===== src/rtl/sample_walk_ctrl.sv =====
// Rasterizer sample walker: captures one triangle and bbox, then emits sample positions in raster order.
// Optional SAMPLE_CNT_EN adds samp_cnt_o, a saturating count of consumed samples.
module sample_walk_ctrl #(
  parameter int SIGFIG = 24,
  parameter int RADIX  = 10,
  parameter int VERTS  = 3,
  parameter int AXIS   = 3,
  parameter int COLORS = 3
) (
  input  logic                            clk,
  input  logic                            rst,
  input  logic [VERTS*AXIS*SIGFIG-1:0]    tri_i,
  input  logic [COLORS*SIGFIG-1:0]        color_i,
  input  logic [2*2*SIGFIG-1:0]           box_i,
  input  logic                            valid_i,
  input  logic [1:0]                      ss_sel_i,
  input  logic                            halt_i,
  output logic                            halt_o,
  output logic [VERTS*AXIS*SIGFIG-1:0]    tri_o,
  output logic [COLORS*SIGFIG-1:0]        color_o,
  output logic [2*SIGFIG-1:0]             sample_o,
  output logic                            valid_o
`ifdef SAMPLE_CNT_EN
  ,
  output logic [31:0]                     samp_cnt_o
`endif
);

  typedef enum logic {
    IDLE = 1'b0,
    WALK = 1'b1
  } state_t;

  state_t              state;
  logic [SIGFIG-1:0]   ll_x;
  logic [SIGFIG-1:0]   ur_x;
  logic [SIGFIG-1:0]   ur_y;
  logic [SIGFIG-1:0]   step;
  logic [SIGFIG-1:0]   cur_x;
  logic [SIGFIG-1:0]   cur_y;
  logic [SIGFIG-1:0]   step_in;

  logic signed [SIGFIG:0] nx;
  logic signed [SIGFIG:0] ny;
  logic signed [SIGFIG:0] ur_x_e;
  logic signed [SIGFIG:0] ur_y_e;
  logic                   x_over;
  logic                   y_over;

  assign cur_x = sample_o[SIGFIG-1:0];
  assign cur_y = sample_o[2*SIGFIG-1:SIGFIG];

  assign step_in = SIGFIG'(1) << (RADIX - int'(ss_sel_i));

  // One extra sign bit so boxes touching the coordinate limit never wrap.
  assign nx     = $signed({cur_x[SIGFIG-1], cur_x}) + $signed({1'b0, step});
  assign ny     = $signed({cur_y[SIGFIG-1], cur_y}) + $signed({1'b0, step});
  assign ur_x_e = $signed({ur_x[SIGFIG-1], ur_x});
  assign ur_y_e = $signed({ur_y[SIGFIG-1], ur_y});
  assign x_over = nx > ur_x_e;
  assign y_over = ny > ur_y_e;

  always_ff @(posedge clk) begin
    if (rst) begin
      state    <= IDLE;
      valid_o  <= 1'b0;
      halt_o   <= 1'b0;
      sample_o <= '0;
      tri_o    <= '0;
      color_o  <= '0;
      ll_x     <= '0;
      ur_x     <= '0;
      ur_y     <= '0;
      step     <= '0;
    end else begin
      unique case (state)
        IDLE: begin
          if (valid_i) begin
            tri_o    <= tri_i;
            color_o  <= color_i;
            ll_x     <= box_i[SIGFIG-1:0];
            ur_x     <= box_i[3*SIGFIG-1:2*SIGFIG];
            ur_y     <= box_i[4*SIGFIG-1:3*SIGFIG];
            step     <= step_in;
            sample_o <= box_i[2*SIGFIG-1:0];
            valid_o  <= 1'b1;
            halt_o   <= 1'b1;
            state    <= WALK;
          end else begin
            valid_o  <= 1'b0;
          end
        end
        WALK: begin
          if (!halt_i) begin
            if (!x_over) begin
              sample_o[SIGFIG-1:0] <= nx[SIGFIG-1:0];
            end else if (!y_over) begin
              sample_o <= {ny[SIGFIG-1:0], ll_x};
            end else begin
              valid_o <= 1'b0;
              halt_o  <= 1'b0;
              state   <= IDLE;
            end
          end
        end
        default: state <= IDLE;
      endcase
    end
  end

`ifdef SAMPLE_CNT_EN
  always_ff @(posedge clk) begin
    if (rst) begin
      samp_cnt_o <= '0;
    end else if (valid_o && !halt_i && samp_cnt_o != 32'hFFFF_FFFF) begin
      samp_cnt_o <= samp_cnt_o + 32'd1;
    end
  end
`endif

endmodule

===== config.mk =====
export PLATFORM = sky130hd
export DESIGN_NAME = sample_walk_ctrl
export DESIGN_NICKNAME = d
export VERILOG_FILES = /design/src/rtl/sample_walk_ctrl.sv
export SDC_FILE = /design/constraint.sdc
export NUM_CORES = 1
export LEC_CHECK = 0
export CORE_AREA = 2 2 284 286
export CTS_CLUSTER_DIAMETER = 80
export DETAILED_ROUTE_END_ITERATION = 16
export DIE_AREA = 0 0 286 288
export GPL_TIMING_DRIVEN = 0
export HOLD_SLACK_MARGIN = 0.05
export SETUP_SLACK_MARGIN = 0.05
export SKIP_LAST_GASP = 1
export SLEW_MARGIN = 25
export SYNTH_ARGS = -nofsm -noshare
export SYNTH_HDL_FRONTEND = slang
export SYNTH_SLANG_ARGS = --single-unit

===== constraint.sdc =====
create_clock -name clk -period 7.22 [get_ports clk]
set_input_delay 1.444 -clock clk [delete_from_list [all_inputs] [get_ports clk]]
set_output_delay 1.444 -clock clk [all_outputs]
set_load 0.005 [all_outputs]

==> results.md, run 1 <==
* Status: completed
* Grt total ovfl at 0
* Fill count at 8335
* Crit path launch type: register
* Placed cell area at 27000 um^2
* Area delta synth->final at 55.9%
* Worst slew pin tran at 1.02 ns
* Site row count at 104
* Fin. Hold Viols at 0
* CTS Buf Count at 52
* Yosys cell types at 77
* Seq/Total Area, Yosys at 0.461
* Yosys top cell area share at 0.461
* Starting Density at 0.231
* #FFs+latches synth at 424
* Setup_tns at 0 ns
* Via density at 4.56
* DRT Wirelength at 82600 um
* Critical path start-end classification: reg2reg
* Placed Instances at 4132
* RSZ-0062 raised after global routing: no
* CP endpoint kind: register
* Max clock buf depth at 3
* Top cells by area, synth: dfxtp_1, nand2_1, a21oi_1
* Met1 Wirelength at 34000 um
* Die Y at 288 um
* GPL Wtd Cong at 0.908
* Max IR drop VDD at 0.173 mV
* Design area at 28700 um^2
* Biggest area consumer among synthesized cells: dfxtp_1
* Async SR Flop Fraction at 0
* Max Slew Vio Count at 0
* Io pins at 728
* Synth warn at 0
* Fin cells at 4226
* Slew HR at 0.313
* Dpl hpwl at 66000 um
* Final core occ at 0.360
* Fin crit period at 5.82 ns
* Worst-path clk slew at 0.06 ns
* Final #Nets at 3601
* H-tree levels at 2
* Skew final at 0.0262 ns
* Worst setup margin at 1.40 ns
* Final setup violation count at 0
* TritonRoute pass-1 iters at 7
* Crit Path Max Fanout at 10
* Main synth FF type: dfxtp_1
* Drt initial violations at 994
* Layout cell share with drive strength beyond 1 at 0.0382
* Worst-Skew Late Latency at 0.61 ns
* Max Used Layer: met5
* Die area at 82400 um^2
* Total power at 6.92 mW
* Clock sink total at 424
* Pin count of the biggest net entering global routing at 15
* Die X at 286 um
* Worst hold path type: reg2reg
* First-pass GRT wire length at 119000 um
* Cts repair resizes at 0
* Initial antenna violation count at 14
* Routed WL per cell at 19.5 um
* Post-CTS setup buffers at 0
* CTS root buffer: clkbuf_16
* F_max at 0.172 GHz
* Hold buffers post-CTS at 0
* Total track usage at 0.190
* Core area at 79600 um^2
* Maxcap violations at 0
* Syn Area/Cell at 7.85 um^2
* Cell Area, Synth at 18400 um^2
* Power per cell area at 241 nW/um^2
* Vias at 19.3k
* Hold WS at 0.449 ns
* CP Data Required Time at 7.71 ns
* CTS tree: done
* Vias in the first global route at 18.5k
* Post-DRT Antenna Nets at 0
* Number of flops mapped to enable cells by yosys at 0
* Crit share post-route at 0.806
* Routed wl met2 at 39100 um
* # port buffers at 726
* Critical Path AT at 6.32 ns
* DR DRC count at 0
* Static leakage at 10.6 nW
* Post-Place Setup Slack at 1.46 ns
* Mapped Nets at 2820
* Met3 WL at 6560 um
* Mapped Cells at 2346
-- synthesized netlist by cell type, drive strengths merged (6+ instances only) --
master,number
nand2,781
a21oi,434
dfxtp,424
clkbuf,138
ha,82
inv,65
nor2,64
xnor2,33
o21ai,32
mux2i,28
a211oi,26
nand3,21
buf,17
and3,16
nor3,15
nand4,14
a21o,11
o32ai,11
a221oi,9
a211o,8
a2111oi,7
a31o,7
nand2b,7
o31ai,7
or2,7
nor2b,6
o21bai,6
xor2,6
-- report_power, final --
part | total (mW) | leakage [nW] | switching (mW) | internal [mW]
combinational | 1.65 | 6.34 | 0.853 | 0.793
sequential | 2.64 | 3.48 | 0.131 | 2.51
clock | 2.63 | 0.824 | 1.09 | 1.54
total | 6.92 | 10.6 | 2.07 | 4.84
-- registers in the layout (all words and copies together), names as in the netlist --
register,count
tri_o,216
color_o,72
sample_o,48
ll_x,24
ur_x,24
ur_y,24
step,13
halt_o,1
state,1
valid_o,1
-- cell families (layout without fill, tap and decap cells) --
group	count (synthesis)	after routing	share of synthesized area
AND/OR/NAND/NOR	950	950	0.209
AO/OA/AOI/OAI	600	600	0.190
multiplexers	29	29	0.0158
flip-flops	424	424	0.461
XOR/XNOR	39	39	0.0186
adder cells (fa/ha/maj)	84	84	0.0579
other	0	2	0
buffers and inverters	220	1038	0.0478
-- final cells by class --
cell class,instances,area [um^2],share of cell area
inverters,65,244,0.00850
multi-input cells,1702,9050,0.315
plain buffers,155,637,0.0222
clock buffers,73,1440,0.0502
diodes,2,5.00,0.000174
repair buffers,727,7280,0.254
well taps,1060,1330,0.0462
clock inverters,18,243,0.00846
flip-flops and latches,424,8490,0.296
-- cells in the final DEF (no fill, tap or decap), types with 5 or more instances in the layout --
cell and instances:
clkdlybuf4s50_1 726, or2_2 7, xor2_1 6, a32o_1 5, nor3_1 13, nor2_1 62
buf_1 5, a21oi_1 434, xnor2_1 33, o31ai_1 7, dfxtp_1 424, o21bai_1 6
a211o_1 7, mux2i_1 28, a221oi_1 7, clkbuf_1 152, and3_1 16, nor2b_1 6
clkinv_2 6, nand2b_1 7, o21ai_0 31, clkbuf_16 52, buf_2 6, inv_1 65
a211oi_1 25, nand4_1 13, nand3_1 20, ha_1 82, o32ai_1 11, clkbuf_8 6
a2111oi_0 6, nand2_1 781, a21o_1 11
-- worst max-delay path, stage by stage, from the launching register on --
cell and delay, ns:
dfxtp_1 0.40, ha_1 0.27, fa_1 0.43, a211oi_1 0.29
o211ai_1 0.15, a311oi_1 0.57, o21ai_0 0.26, o22ai_2 0.45
nor2_1 0.15, xnor2_1 0.16, ha_1 0.30, nand4_1 0.20
a2111o_1 0.37, nor4_2 0.29, nor3_2 0.16, a221oi_4 0.65
buf_2 0.39, nand3_1 0.12, o41ai_1 0.09
-- routing by layer --
metal,global-route usage,vias up
met3,0.0545,169
met5,0,-
met1,0.231,8936
li1,-,9475
met4,0.0670,18
met2,0.320,679
-- worst paths after layout --
kind	from	to	slack, ns	cells past startpoint
worst min register to register	tri_o[116]	tri_o[116]	0.45	2
worst min-delay path	tri_o[116]	tri_o[116]	0.45	2
worst max-delay path	step[4]	sample_o[14]	1.40	18
worst max register to register	step[4]	sample_o[14]	1.40	18
Note: power is estimated with default switching activity, not from simulation.
==> run 2, diff against run 1 <==
Settings changed: CORE_AREA 2 2 284 286 to 2 2 283 285, DIE_AREA 0 0 286 288 to 0 0 285 287.
Clock period 7.22 ns to 5.05 ns, I/O delays scaled along.
==> results.md, run 2 (same netlist as run 1, synthesis figures left out) <==
* Slew HR at 0.327 (was 0.313)
* Worst slew pin tran at 1.01 ns (was 1.02 ns)
* Max IR drop VDD at 0.223 mV (was 0.173 mV)
* Worst-Skew Late Latency at 0.60 ns (was 0.61 ns)
* Max reg flops at 216 (unchanged)
* Area delta synth->final at 58.4% (was 55.9%)
* Routed WL per cell at 20.2 um (was 19.5 um)
* Placed Instances at 4122 (was 4132)
* Max Slew Vio Count at 0 (unchanged)
* Total track usage at 0.199 (was 0.190)
* TritonRoute pass-1 iters at 7 (unchanged)
* Hold path start: tri_o[210] (was tri_o[116])
* Total power at 10.3 mW (was 6.92 mW)
* DR DRC count at 0 (unchanged)
* Initial antenna violation count at 17 (was 14)
* Skew final at 0.0117 ns (was 0.0262 ns)
* RR Startpoint: step[4] (unchanged)
* Post-DRT Antenna Nets at 0 (unchanged)
* Layout cell share with drive strength beyond 1 at 0.0550 (was 0.0382)
* Die area at 81800 um^2 (was 82400 um^2)
* DRT Wirelength at 85600 um (was 82600 um)
* CTS Buf Count at 54 (was 52)
* Die Y at 287 um (was 288 um)
* Site row count at 103 (was 104)
* Hold buffers post-CTS at 0 (unchanged)
* Vias in the first global route at 18.8k (was 18.5k)
* Top reg by flops: tri_o (unchanged)
* Vias at 19.6k (was 19.3k)
* # port buffers at 726 (unchanged)
* CTS tree: done (unchanged)
* Die X at 285 um (was 286 um)
* Fin cells at 4238 (was 4226)
* Dpl hpwl at 67400 um (was 66000 um)
* Most frequent cells in the layout: nand2_1, clkdlybuf4s50_1, a21oi_1, dfxtp_1, clkbuf_1 (unchanged)
* Crit path launch type: register (unchanged)
* Design area at 29200 um^2 (was 28700 um^2)
* CP endpoint kind: register (unchanged)
* Final setup violation count at 0 (unchanged)
* Commonest non-fill, non-tap cell in the layout: nand2_1 (unchanged)
* Crit Path Max Fanout at 10 (unchanged)
* GPL Wtd Cong at 0.904 (was 0.908)
* Static leakage at 10.9 nW (was 10.6 nW)
* Worst hold path type: reg2reg (unchanged)
* First-pass GRT wire length at 123000 um (was 119000 um)
* Final #Nets at 3611 (was 3601)
* CP Data Required Time at 5.50 ns (was 7.71 ns)
* Setup crit start: step[4] (unchanged)
* Via density at 4.62 (was 4.56)
* Worst-path clk slew at 0.06 ns (about the same)
* Io pins at 728 (unchanged)
* Critical path start-end classification: reg2reg (unchanged)
* F_max at 0.205 GHz (was 0.172 GHz)
* Pin count of the biggest net entering global routing at 15 (unchanged)
* Top flop regs: tri_o: 216 flops, color_o: 72 flops, sample_o: 48 flops (unchanged)
* Fin. Hold Viols at 0 (unchanged)
* Crit share post-route at 0.965 (was 0.806)
* Clock sink total at 424 (unchanged)
* RSZ-0062 raised after global routing: yes (was no)
* H-tree levels at 2 (unchanged)
* Grt total ovfl at 0 (unchanged)
* Power per cell area at 354 nW/um^2 (was 241 nW/um^2)
* CTS root buffer: clkbuf_16 (unchanged)
* Fin crit period at 4.87 ns (was 5.82 ns)
* Starting Density at 0.234 (was 0.231)
* Drt initial violations at 1160 (was 994)
* Maxcap violations at 0 (unchanged)
* Status: completed (unchanged)
* Fill count at 8170 (was 8335)
* Critical Path AT at 5.32 ns (was 6.32 ns)
* Max clock buf depth at 3 (unchanged)
* Core area at 78600 um^2 (was 79600 um^2)
* Placed cell area at 27000 um^2 (about the same)
## run 2: cell count changes in the layout (fill, tap and decap cells not counted), moves of 4 or more
cell,before,now
buf_4,2,12
clkbuf_1,152,142
clkbuf_8,6,14
clkinv_2,6,13
a2111oi_0,6,1
a211oi_1,25,20
a211oi_2,1,6
a2111oi_1,0,4
buf_2,6,2
## run 2: layout make-up
| cell class | count | area [um^2] | share of cell area |
|---|---|---|---|
| multi-input combinational | 1702 | 9210 | 0.316 |
| sequential | 424 | 8490 | 0.291 |
| timing repair buffer | 735 | 7350 | 0.252 |
| clock buffer | 74 | 1590 | 0.0544 |
| tap | 1050 | 1310 | 0.0450 |
| buffer | 155 | 651 | 0.0223 |
| clock inverter | 28 | 318 | 0.0109 |
| inverter | 65 | 244 | 0.00836 |
| antenna | 5 | 12.5 | 0.000429 |
## run 2: repair_timing
action                                  in CTS  in global routing
gates resized for setup                     15                 31
buffers inserted                             7                  2
pin swaps                                    4                  8
endpoints found under the setup margin      51                 49
## run 2: power breakdown
part	total [mW]	switching (mW)	internal [mW]
combinational	2.44	1.26	1.17
sequential	3.78	0.191	3.59
clock	4.11	1.64	2.47
## run 2: layer usage
layer,wire length (um),track usage,part of all wire
met1,34300,0.234,0.40
met3,7160,0.0672,0.084
met5,151,0,0.0018
met2,41100,0.338,0.48
met4,2890,0.0712,0.034
## run 2: stage by stage
stage | utilization | setup WS [ns] | TNS, ns | hold slack [ns]
after floorplan | - | 0.430 | 0 | 0.432
after global routing | 0.371 | -0.0535 | -0.356 | 0.466
after CTS | 0.369 | 0.0738 | 0 | 0.454
after detailed placement | 0.343 | -0.680 | -25.68 | 0.445
after global placement | 0.343 | -0.753 | -28.71 | 0.438
final | 0.371 | 0.175 | 0 | 0.451
## run 2: worst paths after layout
check | cells past startpoint | slack [ns] | endpoint
hold / removal | 2 | 0.45 | tri_o[210]
hold reg to reg | 2 | 0.45 | tri_o[210]
setup / recovery | 20 | 0.18 | sample_o[20]
setup reg to reg | 20 | 0.18 | sample_o[20]
## run 2: critical path: stages, from the launching register on
cell and delay (ns):
dfxtp_4 0.38, ha_2 0.21, fa_2 0.38, a211oi_2 0.24, o211ai_1 0.16, a311oi_2 0.37
o21ai_2 0.14, o22ai_2 0.10, buf_4 0.18, nand2b_1 0.15, xnor2_1 0.16, ha_1 0.30
a21oi_1 0.12, o21ai_0 0.12, a211o_2 0.35, o2bb2ai_2 0.14, or3_4 0.46, buf_4 0.20
and3_1 0.18, a221oi_1 0.28, o32ai_1 0.11
==> run 3, diff against run 2 <==
Settings changed: CELL_PAD_IN_SITES_DETAIL_PLACEMENT from default to 0, CELL_PAD_IN_SITES_GLOBAL_PLACEMENT from default to 1, CORE_AREA 2 2 283 285 to 5 5 279 281, DIE_AREA 0 0 285 287 to 0 0 284 286, PLACE_DENSITY_LB_ADDON from default to 0.1.
==> results.md, run 3 (same netlist as run 1, synthesis figures left out) <==
* Status: completed (unchanged)
* Grt total ovfl at 0 (unchanged)
* Slew HR at 0.299 (was 0.327)
* Die X at 284 um (was 285 um)
* Drt initial violations at 1025 (was 1160)
* Design area at 29200 um^2 (about the same)
* WHS Path Cells at 2 (unchanged)
* Clk network pwr share at 0.380 (was 0.398)
* Fin. Hold Viols at 0 (unchanged)
* Maxcap violations at 0 (unchanged)
* Routed WL per cell at 22.1 um (was 20.2 um)
* Clock sink total at 424 (unchanged)
* RR Startpoint: step[4] (unchanged)
* Register Area at 8490 um^2 (about the same)
* Fill count at 7696 (was 8170)
* Commonest non-fill, non-tap cell in the layout: nand2_1 (unchanged)
* Core area at 75200 um^2 (was 78600 um^2)
* CP endpoint kind: register (unchanged)
* CTS tree: done (unchanged)
* Worst slew pin tran at 1.05 ns (was 1.01 ns)
* Crit share post-route at 0.991 (was 0.965)
* Vias at 19.5k (was 19.6k)
* Die Y at 286 um (was 287 um)
* H-tree levels at 2 (unchanged)
* Fin crit period at 5.01 ns (was 4.87 ns)
* Io pins at 728 (unchanged)
* Critical path start-end classification: reg2reg (unchanged)
* Via density at 4.66 (was 4.62)
* Worst setup margin at 0.0448 ns (was 0.175 ns)
* First-pass GRT wire length at 132000 um (was 123000 um)
* Crit Path Max Fanout at 8 (was 10)
* Sw frac at 0.298 (was 0.300)
* RSZ-0062 raised after global routing: yes (unchanged)
* DR DRC count at 0 (unchanged)
* Skew final at 0.0115 ns (was 0.0117 ns)
* # port buffers at 726 (unchanged)
* Initial antenna violation count at 19 (was 17)
* Worst Hold End: tri_o[95] (was tri_o[210])
* Placed cell area at 26900 um^2 (was 27000 um^2)
* Starting Density at 0.245 (was 0.234)
* Pin count of the biggest net entering global routing at 14 (was 15)
* Worst-path clk slew at 0.05 ns (was 0.06 ns)
* TritonRoute pass-1 iters at 6 (was 7)
* Crit path launch type: register (unchanged)
* Internal at 7.17 mW (was 7.24 mW)
* Total track usage at 0.215 (was 0.199)
* Area delta synth->final at 58.5% (was 58.4%)
* Final #Nets at 3628 (was 3611)
* Die area at 81200 um^2 (was 81800 um^2)
* Top reg by flops: tri_o (unchanged)
* Worst-Skew Late Latency at 0.60 ns (about the same)
* Site row count at 101 (was 103)
* GPL Wtd Cong at 0.844 (was 0.904)
* Layout cell share with drive strength beyond 1 at 0.0568 (was 0.0550)
* Power per cell area at 349 nW/um^2 (was 354 nW/um^2)
* Max reg flops at 216 (unchanged)
* Critical Path AT at 5.49 ns (was 5.32 ns)
* Gate power share at 0.250 (was 0.236)
* DRT Wirelength at 92500 um (was 85600 um)
* Post-Place Setup Slack at -0.772 ns (was -0.680 ns)
* Max clock buf depth at 3 (unchanged)
* CP Data Required Time at 5.53 ns (was 5.50 ns)
* Dpl hpwl at 74100 um (was 67400 um)
* Hold buffers post-CTS at 0 (unchanged)
* CTS root buffer: clkbuf_16 (unchanged)
* Worst hold path type: reg2reg (unchanged)
* Top flop regs: tri_o: 216 flops, color_o: 72 flops, sample_o: 48 flops (unchanged)
* Final setup violation count at 0 (unchanged)
* R2r endpoint: sample_o[13] (was sample_o[20])
* Worst r2r path cells at 21 (was 20)
* Hold path start: tri_o[95] (was tri_o[210])
* Reg2Reg Setup Slack at 0.04 ns (was 0.18 ns)
* Vias in the first global route at 19.5k (was 18.8k)
* Static leakage at 10.9 nW (about the same)
* Post-DRT Antenna Nets at 0 (unchanged)
* Most frequent cells in the layout: nand2_1, clkdlybuf4s50_1, a21oi_1, dfxtp_1, clkbuf_1 (unchanged)
* Max Slew Vio Count at 0 (unchanged)
* Multi-input gate area at 9260 um^2 (was 9210 um^2)
* F_max at 0.200 GHz (was 0.205 GHz)
* Switch Pwr at 3.04 mW (was 3.09 mW)
* Max IR drop VDD at 0.231 mV (was 0.223 mV)
* Sequential power share at 0.371 (was 0.366)
* CTS Buf Count at 54 (unchanged)
run 3: area by class of cell:
class	instances	share of cell area
buffer	155	0.0235
antenna	10	0.000857
clock buffer	79	0.0537
multi-input combinational	1702	0.317
tap	978	0.0419
sequential	424	0.291
timing repair buffer	752	0.258
inverter	65	0.00836
clock inverter	12	0.00591
run 3: worst max path at each step:
stage / from / to
6_report: step[4] / sample_o[13]
4_1_cts: step[4] / sample_o[22]
3_3_place_gp: step[4] / sample_o[13]
2_1_floorplan: sample_o[0] / sample_o[45]
3_5_place_dp: step[4] / sample_o[13]
5_1_grt: step[4] / sample_o[13]
run 3: worst max-delay path, cell delays in order, from the launching register on:
cell and delay (ns):
dfxtp_4 0.38, ha_4 0.18, fa_2 0.39, a211oi_2 0.28, o211ai_1 0.19, a311oi_2 0.34, o21ai_2 0.13, o22ai_2 0.13
buf_6 0.16, nor2_1 0.08, xnor2_1 0.18, ha_1 0.32, nand4_1 0.15, a2111o_1 0.44, nor4_4 0.38, nor3_4 0.09
buf_6 0.14, a221oi_4 0.31, buf_12 0.18, buf_12 0.13, a311oi_2 0.04, a31o_2 0.26
run 3: layer usage:
layer  part of all wire  up-vias  track usage
met2               0.51      560        0.396
met1               0.38     9230        0.239
met3              0.076      129       0.0719
met5             0.0014        -            0
met4              0.024       18       0.0530
li1                   -     9536            -
run 3: power groups by stage:
stage	combinational, mW	clock, mW	sequential (mW)
finish	2.55	3.88	3.78
global placement	2.38	0	3.84
detailed placement	2.40	0	3.85
global route	2.77	4.15	3.81
CTS	2.47	4.00	3.78
floorplan	1.14	0	3.81
run 3: through the flow:
stage	TNS (ns)	cells	util	power [mW]	hold WS (ns)
final	0	4177	0.388	10.2	0.451
after global routing	-1.65	4172	0.388	10.7	0.463
after CTS	0	4149	0.383	10.2	0.453
after detailed placement	-31.57	4050	0.358	6.25	0.445
after global placement	-33.54	4050	0.358	6.22	0.440
after floorplan	0	2346	-	4.95	0.432
run 3: what timing repair did:
action | in CTS | in global routing
gates cloned | 0 | 2
buffers inserted | 8 | 16
pin swaps | 8 | 25
hold endpoints to repair | 0 | 0
resized for setup | 23 | 39
endpoints found under the setup margin | 51 | 48
